<file path="src/rtl/cpu_mem_pkg.sv">
// Shared memory-subsystem types and default widths.
// Used by the RAM arbiter and reused by ram/fetch/memory blocks.
//   arb_state_t : arbiter transaction phase (IDLE -> ACCESS -> RESP)
//   owner_t     : which pipeline stage owns the in-flight RAM transaction
package cpu_mem_pkg;

    localparam int ADDR_W_DEF = 32;
    localparam int DATA_W_DEF = 32;

    typedef enum logic [1:0] {
        IDLE,
        ACCESS,
        RESP
    } arb_state_t;

    typedef enum logic {
        OWN_IF,
        OWN_MEM
    } owner_t;

endpackage

</file>
<file path="src/rtl/mem_arbiter_if.sv">
// Bus bundle between the pipeline (fetch + memory stage), the arbiter and the RAM.
// Ports (arbiter view, modport slave):
//   in : if_req, if_addr, if_flush, mem_req, mem_we, mem_addr, mem_wdata, ram_data_out
//   out: if_gnt, if_rvalid, if_rdata, mem_gnt, mem_rvalid, mem_rdata,
//        ram_address, ram_data_in, ram_write_enable
// modport master is the pipeline/RAM side of the same bundle.
interface mem_arbiter_if
    import cpu_mem_pkg::*;
#(
    parameter int ADDR_W = ADDR_W_DEF,
    parameter int DATA_W = DATA_W_DEF
);
    logic              if_req;
    logic [ADDR_W-1:0] if_addr;
    logic              if_flush;
    logic              if_gnt;
    logic              if_rvalid;
    logic [DATA_W-1:0] if_rdata;

    logic              mem_req;
    logic              mem_we;
    logic [ADDR_W-1:0] mem_addr;
    logic [DATA_W-1:0] mem_wdata;
    logic              mem_gnt;
    logic              mem_rvalid;
    logic [DATA_W-1:0] mem_rdata;

    logic [ADDR_W-1:0] ram_address;
    logic [DATA_W-1:0] ram_data_in;
    logic              ram_write_enable;
    logic [DATA_W-1:0] ram_data_out;

    modport slave (
        input  if_req, if_addr, if_flush, mem_req, mem_we, mem_addr, mem_wdata, ram_data_out,
        output if_gnt, if_rvalid, if_rdata, mem_gnt, mem_rvalid, mem_rdata,
               ram_address, ram_data_in, ram_write_enable
    );

    modport master (
        output if_req, if_addr, if_flush, mem_req, mem_we, mem_addr, mem_wdata, ram_data_out,
        input  if_gnt, if_rvalid, if_rdata, mem_gnt, mem_rvalid, mem_rdata,
               ram_address, ram_data_in, ram_write_enable
    );
endinterface

</file>
<file path="src/rtl/mem_arb_pick.sv">
// Winner select for the shared RAM: memory stage has fixed priority, but after
// MAX_STREAK back-to-back memory grants with fetch waiting, fetch is forced through.
// Ports:
//   clk, rst        clock / async active-low reset
//   idle            arbiter can accept a request this cycle
//   ifReq, memReq   raw requests
//   ifWin, memWin   combinational grants (at most one set)
module mem_arb_pick
    import cpu_mem_pkg::*;
#(
    parameter int MAX_STREAK = 4
) (
    input  logic clk,
    input  logic rst,
    input  logic idle,
    input  logic ifReq,
    input  logic memReq,
    output logic ifWin,
    output logic memWin
);
    localparam int SW = $clog2(MAX_STREAK + 1);

    logic [SW-1:0] streak;
    logic          forceIf;

    assign forceIf = ifReq && (streak == SW'(MAX_STREAK));
    assign memWin  = idle && memReq && !forceIf;
    assign ifWin   = idle && ifReq && !memWin;

    // Streak only counts memory grants that actually made fetch wait.
    always_ff @(posedge clk or negedge rst) begin
        if (!rst) begin
            streak <= '0;
        end else if (idle) begin
            if (!ifReq || ifWin)
                streak <= '0;
            else if (memWin && streak != SW'(MAX_STREAK))
                streak <= streak + 1'b1;
        end
    end
endmodule

</file>
<file path="src/rtl/mem_arbiter.sv">
// Shares the single-ported data RAM between fetch (reads) and the memory stage
// (loads/stores). One transaction in flight: IDLE (grant) -> ACCESS (RAM_LATENCY
// cycles) -> RESP (one-cycle rvalid to the owner). Fetch responses can be dropped
// by if_flush (taken branch) without disturbing the RAM access itself.
// Ports:
//   clk  clock, rising edge
//   rst  asynchronous reset, active low
//   bus  mem_arbiter_if.slave: fetch/memory handshakes and RAM signals
module mem_arbiter
    import cpu_mem_pkg::*;
#(
    parameter int ADDR_W      = ADDR_W_DEF,
    parameter int DATA_W      = DATA_W_DEF,
    parameter int RAM_LATENCY = 1,
    parameter int MAX_STREAK  = 4
) (
    input logic          clk,
    input logic          rst,
    mem_arbiter_if.slave bus
);
    localparam int LW = (RAM_LATENCY > 1) ? $clog2(RAM_LATENCY) : 1;

    arb_state_t        state, stateNext;
    owner_t            owner;
    logic              latWe;
    logic [ADDR_W-1:0] latAddr;
    logic [DATA_W-1:0] latWdata;
    logic [LW-1:0]     latCnt;
    logic              flushPend;
    logic [DATA_W-1:0] ifRdata, memRdata;
    logic              arbIdle, ifWin, memWin;

    // Gating with rst keeps the grants low while reset is held.
    assign arbIdle = (state == IDLE) && rst;

    mem_arb_pick #(.MAX_STREAK(MAX_STREAK)) uPick (
        .clk   (clk),
        .rst   (rst),
        .idle  (arbIdle),
        .ifReq (bus.if_req),
        .memReq(bus.mem_req),
        .ifWin (ifWin),
        .memWin(memWin)
    );

    assign bus.if_gnt    = ifWin;
    assign bus.mem_gnt   = memWin;
    assign bus.if_rdata  = ifRdata;
    assign bus.mem_rdata = memRdata;

    always_comb begin
        stateNext            = state;
        bus.ram_address      = '0;
        bus.ram_data_in      = '0;
        bus.ram_write_enable = 1'b0;
        bus.if_rvalid        = 1'b0;
        bus.mem_rvalid       = 1'b0;
        unique case (state)
            IDLE: begin
                if (ifWin || memWin) stateNext = ACCESS;
            end
            ACCESS: begin
                bus.ram_address = latAddr;
                bus.ram_data_in = latWdata;
                // latCnt still at its load value only in the first ACCESS cycle
                bus.ram_write_enable = latWe && (latCnt == LW'(RAM_LATENCY - 1));
                if (latCnt == '0) stateNext = RESP;
            end
            RESP: begin
                // A flush landing in the response cycle itself still kills the pulse.
                if (owner == OWN_IF) bus.if_rvalid = !(flushPend || bus.if_flush);
                else                 bus.mem_rvalid = 1'b1;
                stateNext = IDLE;
            end
            default: stateNext = IDLE;
        endcase
    end

    always_ff @(posedge clk or negedge rst) begin
        if (!rst) begin
            state     <= IDLE;
            owner     <= OWN_IF;
            latWe     <= 1'b0;
            latAddr   <= '0;
            latWdata  <= '0;
            latCnt    <= '0;
            flushPend <= 1'b0;
            ifRdata   <= '0;
            memRdata  <= '0;
        end else begin
            state <= stateNext;
            case (state)
                IDLE: begin
                    flushPend <= ifWin && bus.if_flush;
                    if (memWin) begin
                        owner    <= OWN_MEM;
                        latWe    <= bus.mem_we;
                        latAddr  <= bus.mem_addr;
                        latWdata <= bus.mem_wdata;
                        latCnt   <= LW'(RAM_LATENCY - 1);
                    end else if (ifWin) begin
                        owner    <= OWN_IF;
                        latWe    <= 1'b0;
                        latAddr  <= bus.if_addr;
                        latWdata <= '0;
                        latCnt   <= LW'(RAM_LATENCY - 1);
                    end
                end
                ACCESS: begin
                    if (owner == OWN_IF && bus.if_flush) flushPend <= 1'b1;
                    if (latCnt != '0)
                        latCnt <= latCnt - 1'b1;
                    else if (owner == OWN_IF)
                        ifRdata <= bus.ram_data_out;
                    else
                        memRdata <= latWe ? '0 : bus.ram_data_out;
                end
                RESP:    flushPend <= 1'b0;
                default: ;
            endcase
        end
    end
endmodule

</file>
<file path="src/flat_wrapper.sv">
// flat-port wrapper written by rule: the top's interface ports become plain ports
module mem_arbiter_flat import cpu_mem_pkg::*;
#(
    parameter int ADDR_W      = ADDR_W_DEF,
    parameter int DATA_W      = DATA_W_DEF,
    parameter int RAM_LATENCY = 1,
    parameter int MAX_STREAK  = 4
)
  (clk, rst, bus_if_req, bus_if_addr, bus_if_flush, bus_mem_req, bus_mem_we, bus_mem_addr, bus_mem_wdata, bus_ram_data_out, bus_if_gnt, bus_if_rvalid, bus_if_rdata, bus_mem_gnt, bus_mem_rvalid, bus_mem_rdata, bus_ram_address, bus_ram_data_in, bus_ram_write_enable);
  mem_arbiter_if #(.ADDR_W(ADDR_W), .DATA_W(DATA_W)) bus_i ();
  input logic clk;
  input logic rst;
  input wire logic [$bits(bus_i.if_req)-1:0] bus_if_req;
  input wire logic [$bits(bus_i.if_addr)-1:0] bus_if_addr;
  input wire logic [$bits(bus_i.if_flush)-1:0] bus_if_flush;
  input wire logic [$bits(bus_i.mem_req)-1:0] bus_mem_req;
  input wire logic [$bits(bus_i.mem_we)-1:0] bus_mem_we;
  input wire logic [$bits(bus_i.mem_addr)-1:0] bus_mem_addr;
  input wire logic [$bits(bus_i.mem_wdata)-1:0] bus_mem_wdata;
  input wire logic [$bits(bus_i.ram_data_out)-1:0] bus_ram_data_out;
  output wire logic [$bits(bus_i.if_gnt)-1:0] bus_if_gnt;
  output wire logic [$bits(bus_i.if_rvalid)-1:0] bus_if_rvalid;
  output wire logic [$bits(bus_i.if_rdata)-1:0] bus_if_rdata;
  output wire logic [$bits(bus_i.mem_gnt)-1:0] bus_mem_gnt;
  output wire logic [$bits(bus_i.mem_rvalid)-1:0] bus_mem_rvalid;
  output wire logic [$bits(bus_i.mem_rdata)-1:0] bus_mem_rdata;
  output wire logic [$bits(bus_i.ram_address)-1:0] bus_ram_address;
  output wire logic [$bits(bus_i.ram_data_in)-1:0] bus_ram_data_in;
  output wire logic [$bits(bus_i.ram_write_enable)-1:0] bus_ram_write_enable;
  assign bus_i.if_req = bus_if_req;
  assign bus_i.if_addr = bus_if_addr;
  assign bus_i.if_flush = bus_if_flush;
  assign bus_i.mem_req = bus_mem_req;
  assign bus_i.mem_we = bus_mem_we;
  assign bus_i.mem_addr = bus_mem_addr;
  assign bus_i.mem_wdata = bus_mem_wdata;
  assign bus_i.ram_data_out = bus_ram_data_out;
  assign bus_if_gnt = bus_i.if_gnt;
  assign bus_if_rvalid = bus_i.if_rvalid;
  assign bus_if_rdata = bus_i.if_rdata;
  assign bus_mem_gnt = bus_i.mem_gnt;
  assign bus_mem_rvalid = bus_i.mem_rvalid;
  assign bus_mem_rdata = bus_i.mem_rdata;
  assign bus_ram_address = bus_i.ram_address;
  assign bus_ram_data_in = bus_i.ram_data_in;
  assign bus_ram_write_enable = bus_i.ram_write_enable;
  mem_arbiter #(.ADDR_W(ADDR_W), .DATA_W(DATA_W), .RAM_LATENCY(RAM_LATENCY), .MAX_STREAK(MAX_STREAK)) u_core (.clk(clk), .rst(rst), .bus(bus_i));
endmodule
</file>
<file path="config.mk">
export PLATFORM = sky130hd
export DESIGN_NAME = mem_arbiter_flat
export DESIGN_NICKNAME = d
export VERILOG_FILES = /design/src/rtl/cpu_mem_pkg.sv /design/src/rtl/mem_arbiter_if.sv /design/src/rtl/mem_arb_pick.sv /design/src/rtl/mem_arbiter.sv /design/src/flat_wrapper.sv
export SDC_FILE = /design/constraint.sdc
export NUM_CORES = 1
export LEC_CHECK = 0
export CAP_MARGIN = 20
export CORE_ASPECT_RATIO = 2
export CORE_MARGIN = 5
export CORE_UTILIZATION = 46
export DETAILED_ROUTE_END_ITERATION = 12
export PLACE_DENSITY_LB_ADDON = 0.1
export SYNTH_ARGS = -nofsm -noshare
export SYNTH_HDL_FRONTEND = slang
export SYNTH_HIERARCHICAL = 1
export SYNTH_SLANG_ARGS = --single-unit
</file>
<file path="constraint.sdc">
create_clock -name clk -period 5.85 [get_ports clk]
set_input_delay 1.755 -clock clk [delete_from_list [all_inputs] [get_ports clk]]
set_output_delay 1.755 -clock clk [all_outputs]
set_load 0.005 [all_outputs]
</file>
======== After elaboration in Yosys (flattened, before gate mapping) ========
Cells that the tools add are included.
cells by class
  multiplexer cells ....................... 25
  equality and inequality tests ........... 8
  bitwise operators ....................... 2
  reductions and logical operators ........ 29
  add/sub/neg operators ................... 2
operators with widths
  kind                   number
  $mux W32               7
  $mux W1                11
  $logic_and A1 B1 Y1    10
  $reduce_and A2 Y1      5
  $mux W3                2
  $reduce_and A3 Y1      2
  $reduce_bool A2 Y1     3
  $logic_not A1 Y1       4
  $mux W2                2
  $ne A2 B2 Y1 const B   2
  $pmux W2 S2            1
  $add A3 B1 Y3 const B  1
  $eq A3 B3 Y1 const B   1
  $logic_or A1 B1 Y1     3
  $ne A3 B1 Y1 const B   1
  $ne A3 B3 Y1 const B   1
  $pmux W1 S3            1
  $reduce_bool A3 Y1     1
  $eq A2 B1 Y1 const B   1
  $eq A2 B2 Y1 const B   1
  $logic_not A2 Y1       1
  $ne A2 B1 Y1 const B   1
  $not A1 Y1             2
  $pmux W1 S2            1
  $sub A1 B1 Y1 const B  1
word-level totals
  logic and storage cells ................. 76
  bits of input ports ..................... 134
  bits in registers ....................... 137
  output and inout bits ................... 133

======== Logic depth before layout (Yosys ltp) ========
  word-level depth ........................ 9
  depth in mapped cells ................... 13

======== Cells and area by module ========
Netlist, hierarchy kept.
modules (own cells, without submodules)
  module        area an instance (sq um)  times used  seq. area each (sq um)  cells each
  mem_arbiter   6150.9                    1           3328.2                  590
  mem_arb_pick  193.9                     1           75.1                    23

======== Least setup slack after synthesis ========
Ideal clock, no wire load.
  path kind ............................... input port to output port
  start ................................... input rst
  end ..................................... output bus_if_gnt
  buffers on the path ..................... 1
  arrival ................................. 2.423 ns
  slack ................................... 1.672 ns
  stages .................................. 4
  cells stage by stage .................... and2_1 buf_2 nand2_1 a21oi_1
between the ends
  longest elaborated chain between the ends .. 5
  elaborated cells between the ends (all ways) .. 6
  those cells by class .................... reduce/logical (6)
ends and longest elaborated chain
  what                               RTL line            text
  start: declaration                 flat_wrapper.sv:12  input logic rst;
  $logic_and A1 B1 Y1 *              mem_arbiter.sv:34   assign arbIdle = (state == IDLE) && rst;
  $logic_and A1 B1 Y1 (2 in series)  mem_arb_pick.sv:27  assign memWin = idle && memReq && !forceIf;
  $logic_not A1 Y1                   mem_arb_pick.sv:28  assign ifWin = idle && ifReq && !memWin;
  $logic_and A1 B1 Y1 *              mem_arb_pick.sv:28
  end: declaration                   flat_wrapper.sv:21  output wire logic [$bits(bus_i.if_gnt)-1:0] bus_if_gnt;
Every way passes the cells marked *; elsewhere a longest branch is shown, timed or not.

======== Final worst setup path ========
  start ................................... input bus_if_req
  end ..................................... output bus_if_gnt
between the ends
  longest elaborated chain between the ends .. 5
  elaborated cells between the ends (all ways) .. 6
  those cells by class .................... reduce/logical (6)
ends and longest elaborated chain
  what                   RTL line            text
  start: declaration     flat_wrapper.sv:13  input wire logic [$bits(bus_i.if_req)-1:0] bus_if_req;
  $logic_and A1 B1 Y1    mem_arb_pick.sv:26  assign forceIf = ifReq && (streak == SW'(MAX_STREAK));
  $logic_not A1 Y1       mem_arb_pick.sv:27
  $logic_and A1 B1 Y1    mem_arb_pick.sv:27
  $logic_not A1 Y1       mem_arb_pick.sv:28
  $logic_and A1 B1 Y1 *  mem_arb_pick.sv:28
Marks and branches as above.

==> results.md <==
- Ys async rst share: 100%
- Slew @ Worst Pin: 1010 ps
- CP Depth: 4
- Crit start category: input port
- Final Setup Violations: 0
- GRT Total Usage: 21.7%
- Synth Flop Type: dfrtp_1
- P&R area growth vs syn: 52.7%
- Post-CTS Hold Fix Bufs: 0
- Antenna violations before repair: 0
- End of the critical path: bus_if_gnt
- Final Wtd Congestion: 0.880
- Row count: 60
- Max Fclk: 0.201 GHz
- Crit share post-route: 84.9%
- Setup crit start: bus_if_req
- Vias in the first global route: 5559
- Synthesis-stage register bit count: 136
- Clock Latency Late Sink: 410 ps
- Yosys Warn Count: 6
- Fin. Hold Viols: 0
- CTS Root Cell: clkbuf_16
- Final TNS setup: 0 ps
- FF-to-FF setup slack: 2990 ps
- Antenna diodes: 0
- Hold Slack: 457 ps
- Worst path top cell family by delay: buffers and inverters
- Worst r2r src: u_core/state[1]
- CP dominant cell by count: clkdlybuf4s50_1
- Maximum root-to-sink buffer count: 2
- Total Power: 0.00470 W
- Crit path largest cell delay: 600 ps
- Syn_nets: 755
- CP Cell Sequence: clkdlybuf4s50_1 > nand2_1 > a21oi_1 > clkdlybuf4s50_1
- Core Region: 0.0135 mm2
- CP Capture Type: output pin
- Maximum vdd drop: 0.228 mV
- # nets final: 1006
- DP Worst Slack: 908 ps
- Vias: 5192
- Maxcap violations: 0
- Seq/Total Area, Yosys: 53.6%
- Worst clock skew: 9.41 ps
- Hold WC Path Type: reg -> reg
- Leak: 4.35 nW
- Worst path required time: 4090 ps
- Post-DP HPWL: 13000 um
- Layout cell share with drive strength beyond 1: 9.35%
- Clock-pin slew on the worst setup and hold paths: 50 ps
- Total setup buffers inserted after CTS: 0
- Worst EP arrival: 3210 ps
- Slew HR: 32.7%
- Avg Cell Area, Syn: 10.4 um2
- Drt total wl: 17800 um
- Area of the die: 0.0164 mm2
- Initial Util: 47.0%
- Slowest CP cell: clkdlybuf4s50_1
- Largest net degree at the start of global routing: 83
- Register-to-Register Path Depth: 10
- IO Pins: 267
- Slack of the critical path: 883 ps
- Synth unique cells: 28
- Routed Antenna Nets: 0
- First-pass GRT wire length: 28000 um
- CTS Buf Count: 17
- Drt drc: 0
- CTS tree: built
- DR WL/cell: 17.2 um
- Status: completed
- Vias per cell: 5.03
- Post-CTS Resized: 0
- Mapped Area: 0.00634 mm2
- Die Y: 176 um
- Buf/Inv on CP: 2
- Synth Instances: 613
- Slew Limit Fails: 0
- Crit Path Max Fanout: 5
- Critical path type: in -> out
- RSZ-0062 raised after global routing: false
- Port bufs: 266
- Grt ovf: 0
- EDFF count, synth: 0
- Reg2reg end: u_core/latAddr[6]
- Pwr Density: 485 mW/mm2
- Initial DRC Count: 176
- Sink Count: 136
- H-Tree Depth: 4
- Fill cell count: 1045
- Commonest non-fill, non-tap cell in the layout: clkdlybuf4s50_1
- Most frequent cells in the layout: 265 x clkdlybuf4s50_1, 141 x nand2_1, 136 x dfrtp_1, 67 x and2_1, 59 x o21ai_0
- Die Wd: 93.0 um
- TritonRoute pass-1 iters: 4
- Period minus WS final: 4970 ps
-- worst min-delay path: stages (launching register included) --
cell and delay, ps:
dfrtp_1 330, nand2_1 50, nand2_1 50
-- report_power, final --
group | internal (W) | leakage, nW | switching, W
combinational | 0.00117 | 2.37 | 0.000820
clock | 0.000674 | 0.280 | 0.000417
sequential | 0.00136 | 1.70 | 0.000245
total | 0.00321 | 4.35 | 0.00148
-- stage by stage --
step | area, um2 | util (%) | instances
4_1_cts | 9640 | 71.3 | 1030
6_report | 9690 | 71.7 | 1032
2_1_floorplan | 6340 | - | 613
5_1_grt | 9690 | 71.7 | 1032
3_3_place_gp | 9040 | 66.9 | 998
3_5_place_dp | 9040 | 66.9 | 998
-- sequential cells by signal, summed over array words and instances, names as in the netlist --
name,flops
u_core/bus.if_rdata,32
u_core/bus.mem_rdata,32
u_core/latAddr,32
u_core/latWdata,32
u_core/uPick/streak,3
u_core/state,2
u_core/flushPend,1
u_core/latWe,1
u_core/owner,1
-- logic make-up after synthesis --
family	after synthesis	synth area share (%)
and+or+nand+nor	281	21.6
AOI/OAI and AO/OA	72	5.96
DFF	136	53.6
buffers and inverters	48	4.08
adders and majority gates	8	1.58
muxes	68	13.2
-- Yosys cell counts, types with 2 or more instances --
master	instances	area, um2
a31oi_1	2	12.5
and2_1	67	419
buf_2	11	55.1
buf_4	6	45.0
buf_6	5	56.3
clkbuf_1	18	67.6
dfrtp_1	136	3400
ha_1	8	100
inv_1	5	18.8
mux2_2	5	56.3
mux2_4	30	450
mux2i_1	33	330
nand2_1	142	533
nand2b_1	33	206
nand3_1	34	170
o21ai_0	59	295
o21ai_1	6	30.0
o22ai_1	3	18.8
-- worst min-delay path by stage --
stage / startpoint / to / cells after the start
global route: u_core/latWdata[13] / u_core/latWdata[13] / 2
finish: u_core/latWdata[5] / u_core/latWdata[5] / 2
CTS: u_core/latWdata[6] / u_core/latWdata[6] / 2
floorplan: u_core/latWdata[21] / u_core/latWdata[21] / 2
detailed placement: u_core/latWdata[6] / u_core/latWdata[6] / 2
global placement: u_core/latWdata[23] / u_core/latWdata[23] / 2
-- cell type report --
cell class | instances | area (um2) | share of cell area [%]
clock buffers | 18 | 429 | 4.43
flip-flops and latches | 136 | 3400 | 35.1
inverters | 5 | 18.8 | 0.194
clock inverters | 14 | 173 | 1.78
repair buffers | 275 | 2760 | 28.5
well taps | 155 | 194 | 2.00
multi-input cells | 429 | 2710 | 27.9
-- routing by layer --
layer	global-route usage (%)	up-vias	part of all wire, %
met1	23.1	2428	37
li1	-	2509	-
met5	0	-	0
met2	38.4	229	52
met4	8.20	0	2.1
met3	8.02	26	9.1
No activity file was read; power rests on OpenSTA's default activity.
